$ cat src/rtl/ysyx_23060208_icache_pkg.sv
// ysyx_23060208_icache_pkg: shared state encoding, response codes and field widths for the icache
package ysyx_23060208_icache_pkg;
  localparam int DATA_W = 32;
  localparam int INDEX_W = 4;
  localparam int OFFSET_W = 4;
  localparam int TAG_W = DATA_W - INDEX_W - OFFSET_W;
  localparam int WORD_W = OFFSET_W - 2;
  localparam logic [1:0] RESP_OKAY = 2'b00;
  localparam logic [1:0] RESP_SLVERR = 2'b10;
  typedef enum logic [2:0] {
    S_IDLE      = 3'd0,
    S_LOOKUP    = 3'd1,
    S_REFILL_AR = 3'd2,
    S_REFILL_R  = 3'd3,
    S_RESP      = 3'd4
  } state_e;
  function automatic logic [WORD_W-1:0] word_sel(input logic [DATA_W-1:0] addr);
    return addr[OFFSET_W-1:2];
  endfunction
endpackage

$ cat src/rtl/ysyx_23060208_icache_array.sv
// ysyx_23060208_icache_array: tag/valid/data storage with combinational read, one write port and valid flash-clear
module ysyx_23060208_icache_array #(
  parameter int DATA_WIDTH = 32,
  parameter int INDEX_BITS = 4,
  parameter int TAG_BITS = 24,
  parameter int WORD_BITS = 2
) (
  input  logic                  clk,
  input  logic                  rst,
  input  logic [INDEX_BITS-1:0] idx_i,
  input  logic [WORD_BITS-1:0]  rword_i,
  output logic                  vld_o,
  output logic [TAG_BITS-1:0]   tag_o,
  output logic [DATA_WIDTH-1:0] data_o,
  input  logic                  we_i,
  input  logic [WORD_BITS-1:0]  wword_i,
  input  logic [DATA_WIDTH-1:0] wdata_i,
  input  logic                  tag_we_i,
  input  logic [TAG_BITS-1:0]   wtag_i,
  input  logic                  wvalid_i,
  input  logic                  clr_i
);
  localparam int LINES = 1 << INDEX_BITS;
  logic [LINES-1:0]      valid_q;
  logic [TAG_BITS-1:0]   tag_q  [LINES];
  logic [DATA_WIDTH-1:0] data_q [LINES << WORD_BITS];
  assign vld_o  = valid_q[idx_i];
  assign tag_o  = tag_q[idx_i];
  assign data_o = data_q[{idx_i, rword_i}];
  always_ff @(posedge clk or posedge rst)
    if (rst) valid_q <= '0;
    else if (clr_i) valid_q <= '0;
    else if (tag_we_i) valid_q[idx_i] <= wvalid_i;
  always_ff @(posedge clk) begin
    if (tag_we_i) tag_q[idx_i] <= wtag_i;
    if (we_i) data_q[{idx_i, wword_i}] <= wdata_i;
  end
endmodule

$ cat src/rtl/ysyx_23060208_icache.sv
// ysyx_23060208_icache: direct-mapped read-only instruction cache between IFU and arbiter
module ysyx_23060208_icache
  import ysyx_23060208_icache_pkg::*;
#(
  parameter int DATA_WIDTH = DATA_W,
  parameter int INDEX_BITS = INDEX_W,
  parameter int OFFSET_BITS = OFFSET_W
) (
  input  logic                  clk,
  input  logic                  rst,
  input  logic [DATA_WIDTH-1:0] ifu_araddr,
  input  logic                  ifu_arvalid,
  output logic                  ifu_arready,
  output logic [DATA_WIDTH-1:0] ifu_rdata,
  output logic [1:0]            ifu_rresp,
  output logic                  ifu_rvalid,
  input  logic                  ifu_rready,
  output logic [DATA_WIDTH-1:0] mem_araddr,
  output logic                  mem_arvalid,
  input  logic                  mem_arready,
  input  logic [DATA_WIDTH-1:0] mem_rdata,
  input  logic [1:0]            mem_rresp,
  input  logic                  mem_rvalid,
  output logic                  mem_rready,
  input  logic                  fence_i,
  output logic [31:0]           hit_cnt,
  output logic [31:0]           miss_cnt
);
  localparam int TB = DATA_WIDTH - INDEX_BITS - OFFSET_BITS;
  localparam int WB = OFFSET_BITS - 2;
  state_e                  state_q;
  logic [DATA_WIDTH-1:2]   req_q;
  logic [WB-1:0]           cnt_q, cnt_nx, req_word;
  logic                    err_q, inval_q, err_n, accept, beat, last, hit, clr;
  logic [TB-1:0]           req_tag, line_tag;
  logic [INDEX_BITS-1:0]   req_idx;
  logic                    line_vld;
  logic [DATA_WIDTH-1:0]   line_word;
  logic                    unused_addr;
  assign unused_addr = ^ifu_araddr[1:0];
  assign req_tag  = req_q[DATA_WIDTH-1 -: TB];
  assign req_idx  = req_q[OFFSET_BITS +: INDEX_BITS];
  assign req_word = req_q[2 +: WB];
  assign cnt_nx   = cnt_q + WB'(1);
  assign accept   = state_q == S_IDLE && ifu_arready && ifu_arvalid;
  assign beat     = state_q == S_REFILL_R && mem_rvalid;
  assign last     = cnt_q == '1;
  assign err_n    = err_q | (mem_rresp != RESP_OKAY);
  assign hit      = line_vld && line_tag == req_tag;
  // a fence that cannot apply right now is parked until the block is idle again
  assign clr      = state_q == S_IDLE && (inval_q || (fence_i && !accept));

  ysyx_23060208_icache_array #(
    .DATA_WIDTH(DATA_WIDTH), .INDEX_BITS(INDEX_BITS), .TAG_BITS(TB), .WORD_BITS(WB)
  ) u_array (
    .clk(clk), .rst(rst), .idx_i(req_idx), .rword_i(req_word),
    .vld_o(line_vld), .tag_o(line_tag), .data_o(line_word),
    .we_i(beat), .wword_i(cnt_q), .wdata_i(mem_rdata),
    .tag_we_i(beat && last), .wtag_i(req_tag), .wvalid_i(!err_n), .clr_i(clr)
  );

  always_ff @(posedge clk or posedge rst)
    if (rst) begin
      state_q     <= S_IDLE;
      req_q       <= '0;
      cnt_q       <= '0;
      err_q       <= 1'b0;
      inval_q     <= 1'b0;
      ifu_arready <= 1'b0;
      ifu_rvalid  <= 1'b0;
      ifu_rdata   <= '0;
      ifu_rresp   <= RESP_OKAY;
      mem_arvalid <= 1'b0;
      mem_araddr  <= '0;
      mem_rready  <= 1'b0;
      hit_cnt     <= '0;
      miss_cnt    <= '0;
    end else begin
      case (state_q)
        S_IDLE:
          if (accept) begin
            req_q       <= ifu_araddr[DATA_WIDTH-1:2];
            ifu_arready <= 1'b0;
            state_q     <= S_LOOKUP;
          end else begin
            ifu_arready <= 1'b1;
            inval_q     <= 1'b0;
          end
        S_LOOKUP:
          if (hit) begin
            ifu_rdata  <= line_word;
            ifu_rresp  <= RESP_OKAY;
            ifu_rvalid <= 1'b1;
            hit_cnt    <= hit_cnt + 32'd1;
            state_q    <= S_RESP;
          end else begin
            miss_cnt    <= miss_cnt + 32'd1;
            cnt_q       <= '0;
            err_q       <= 1'b0;
            mem_arvalid <= 1'b1;
            mem_araddr  <= {req_tag, req_idx, {WB{1'b0}}, 2'b00};
            state_q     <= S_REFILL_AR;
          end
        S_REFILL_AR:
          if (mem_arready) begin
            mem_arvalid <= 1'b0;
            mem_rready  <= 1'b1;
            state_q     <= S_REFILL_R;
          end
        S_REFILL_R:
          if (mem_rvalid) begin
            mem_rready <= 1'b0;
            err_q      <= err_n;
            if (cnt_q == req_word) ifu_rdata <= mem_rdata;
            if (last) begin
              ifu_rresp  <= err_n ? RESP_SLVERR : RESP_OKAY;
              ifu_rvalid <= 1'b1;
              state_q    <= S_RESP;
            end else begin
              cnt_q       <= cnt_nx;
              mem_arvalid <= 1'b1;
              mem_araddr  <= {req_tag, req_idx, cnt_nx, 2'b00};
              state_q     <= S_REFILL_AR;
            end
          end
        S_RESP:
          if (ifu_rready) begin
            ifu_rvalid  <= 1'b0;
            ifu_arready <= !(inval_q || fence_i);
            state_q     <= S_IDLE;
          end
        default: state_q <= S_IDLE;
      endcase
      if (fence_i && (state_q != S_IDLE || accept)) inval_q <= 1'b1;
    end
endmodule

$ cat config.mk
export PLATFORM = sky130hd
export DESIGN_NAME = ysyx_23060208_icache
export DESIGN_NICKNAME = d
export VERILOG_FILES = /design/src/rtl/ysyx_23060208_icache_pkg.sv /design/src/rtl/ysyx_23060208_icache_array.sv /design/src/rtl/ysyx_23060208_icache.sv
export SDC_FILE = /design/constraint.sdc
export NUM_CORES = 2
export LEC_CHECK = 0
export CELL_PAD_IN_SITES_DETAIL_PLACEMENT = 1
export CELL_PAD_IN_SITES_GLOBAL_PLACEMENT = 1
export CORE_ASPECT_RATIO = 1.4
export CORE_MARGIN = 4
export CORE_UTILIZATION = 50
export DETAILED_ROUTE_END_ITERATION = 16
export PLACE_DENSITY = 0.79
export SYNTH_ARGS = -nofsm -noshare
export SYNTH_HDL_FRONTEND = slang
export SYNTH_SLANG_ARGS = --single-unit
export TNS_END_PERCENT = 20
$ cat constraint.sdc
create_clock -name clk -period 7.29 [get_ports clk]
set_clock_uncertainty 0.1 [all_clocks]
set_input_delay 0.729 -clock clk [delete_from_list [all_inputs] [get_ports clk]]
set_output_delay 0.729 -clock clk [all_outputs]
set_load 0.03 [all_outputs]
==> flow_summary.ini <==
[yosys]
netlist_area_mm2 = 0.101
synthSimpleGateAreaFrac_pct = 2.11
ys_dominant_reg_cell = edfxtp_1
muxShareOfSynthArea_pct = 17.2
synth_warnings = 0
synth.top_cell.area_share_pct = 72.0
synthXorXnorAreaFrac_pct = 0.778
avgSynthCellArea_um2 = 21.8
synth_cells = 4651
synth_fa_ha_area_share_pct = 0.0370
seq_area_frac_synth_pct = 76.5
synth_cell_type_count = 69
async_flop_share_pct = 6.96
netlist_top_cells_count = 2432 x edfxtp_1, 672 x mux4_2, 182 x dfrtp_1
synth-compound-area-share_pct = 2.11
synth_top_family_by_area = multiplexers
synth-seq-cells = 2614
synth_edf_count = 2432
yosysMostFrequentCell = edfxtp_1
yosysTopAreaCell = edfxtp_1
synth_area_leaders = edfxtp_1 72%, mux4_2 15%, dfrtp_1 4.5%

[sta]
max_freq_mhz = 174
tightest_slew_ps = 1340
timing.final.ws_setup_ps = 1540
final_hold_viol_count = 0
finalSetupViolations = 0
final.setup.tns_ps = 0
rsz0062_at_grt = false
slew_violations = 0
slew-limit-headroom_pct = 9.56
period_share_pct = 78.9
period_needed_ps = 5750

[grt]
antenna_found_initial = 11
overflow = 0
grt_pass1_wl_um = 420000
grt_usage_pct = 28.2
grt_max_degree = 117
grt_pass1_vias = 55700

[finish]
nets = 5099
syn2layout_area_growth_pct = 14.3
drive_gt1_share_pct = 27.6

[critical_path]
critPathCaptureType = register
regToRegSetupSlack_ps = 1540
r2r_start = req_q[5]$_DFFE_PP0P_
cp.required_ps = 7910
reg2reg_to = mem_araddr[10]$_DFFE_PP0P_
startpoint_type = register
critical_path_class = register to register
r2r_cells = 10
path_max_fanout = 37
crit_arrival_ps = 6370

[placed_design]
dp_hpwl_um = 164000
port_buffers = 201
pre_cts_slack_ps = 1640
globalplace.congestion = 0.814

[pwr]
pwr_density_cell_mw_per_mm2 = 380
switching_power_mw = 14.1
power.internal_mw = 29.9
swShare_pct = 32.1
p_leak_nw = 37.0
p_comb_share_pct = 29.4
pwr-share-clk_pct = 29.4
p_seq_share_pct = 41.2
peakVddDrop_mv = 0.277

[floorplanning]
ioPinCount = 207
die_y_um = 541
rows = 195
floorplan.initialDensity_pct = 50.3
die_area_mm2 = 0.210
fp.dieW_um = 389
core_mm2 = 0.202

[drt]
firstDrtPassIters = 5
vias = 52800
dr.first_iter.drc_count = 7251
wl_um = 294000
wl_per_cell_um = 37.3
ant_nets = 0
vias_per_cell = 6.70
drc_errors = 0

[clocking]
htree_levels = 4
postCtsHoldBufs = 0
clkLatencyLatePin_ps = 890
cts_root_buffer = clkbuf_16
post_cts_resized = 0
post-cts-setup-buffers = 0
numCtsBuffers = 231
cts_tree = built
clock-sinks = 2614
clkTransAtPathRegs_ps = 60
clockBufferDepth = 3

[worst_hold_path]
hold_path_class = input port to asynchronous set/reset pin

[run_status]
status = completed

[flow_run]
maxCapViolations = 0
==> registers in the layout (all words and copies together) (netlist names) <==
name and cells:
u_array.data_q 2048, u_array.tag_q 384, hit_cnt 32, ifu_rdata 32, miss_cnt 32, req_q 30, mem_araddr 29, u_array.valid_q 16
state_q 3, cnt_q 1, err_q 1, ifu_arready 1, ifu_rresp 1, ifu_rvalid 1, inval_q 1, mem_arvalid 1
mem_rready 1
==> stage by stage <==
step	utilization [%]	power [mW]	area [um^2]	hold slack, ps	cells
after CTS	57.5	44.1	116000	146	7886
after detailed placement	53.5	31.2	108000	381	7449
after global placement	53.5	30.8	108000	364	7449
after global routing	57.5	45.4	116000	195	7888
after floorplan	-	26.3	101000	381	4653
final	57.5	44.0	116000	183	7889
==> worst max-delay path: stages, from the launching register on <==
cell,delay (ps)
dfrtp_4,900
nor2b_1,1090
a22oi_1,300
nand2_1,160
xor2_1,210
nand4_1,370
a2111oi_2,1010
nand3_2,350
a21oi_4,220
buf_4,410
mux2_1,380
==> cells by family (layout without fill, tap and decap cells) <==
kind of cell,count (synthesis),count (layout)
other,1,6
adder cells (fa/ha/maj),3,3
buffers and inverters,288,862
AO/OA/AOI/OAI,314,314
AND/OR/NAND/NOR,451,451
flip-flops,2614,2614
XOR/XNOR,90,90
multiplexers,890,890
==> power groups by stage <==
stage               logic, mW  registers (mW)  clock network, mW
finish                   12.9            18.1               12.9
CTS                      12.9            18.1               13.1
detailed placement       12.7            18.4                  0
global placement         12.4            18.4                  0
global route             13.4            18.2               13.7
floorplan                8.06            18.3                  0
==> how the worst max path moves through the flow <==
stage / to / start / slack [ps]
4_1_cts: mem_araddr[10]$_DFFE_PP0P_ / req_q[5]$_DFFE_PP0P_ / 1560
2_1_floorplan: cnt_q[0]$_DFFE_PP0P_ / rst / 1520
3_5_place_dp: mem_araddr[31]$_DFFE_PP0P_ / req_q[5]$_DFFE_PP0P_ / 1640
6_report: mem_araddr[10]$_DFFE_PP0P_ / req_q[5]$_DFFE_PP0P_ / 1540
5_1_grt: mem_araddr[10]$_DFFE_PP0P_ / req_q[5]$_DFFE_PP0P_ / 1410
3_3_place_gp: mem_araddr[24]$_DFFE_PP0P_ / req_q[5]$_DFFE_PP0P_ / 1810
==> layout make-up <==
class	instances	area, um^2
Clock inverter	169	2060
Sequential cell	2614	77600
Fill cell	17000	85700
Clock buffer	268	6000
Inverter	26	105
Timing Repair Buffer	399	3550
Tap cell	2659	3330
Multi-Input combinational cell	1751	23200
Antenna cell	3	7.51
==> cell usage in the layout (no fill, tap or decap), drive strengths merged, types with 15 or more instances in the layout <==
cell type / n
edfxtp: 2432
mux4: 672
clkbuf: 268
buf: 230
dfrtp: 182
clkdlybuf4s50: 169
nor2: 151
mux2i: 136
nand2: 119
clkinv: 116
mux2: 82
o21ai: 75
xor2: 64
a21oi: 50
nand3: 40
bufinv: 35
o22ai: 33
inv: 32
nor3: 32
a2bb2oi: 29
xnor2: 26
a22oi: 26
nor4: 22
and3: 16
a31oi: 16
nor2b: 15
==> metal layers <==
metal	track usage [%]	wire length [um]
met4	14.7	18000
met2	46.5	146000
met3	6.27	29800
met1	35.4	101000
met5	0.184	129
Power figures use the tool's default switching activity.
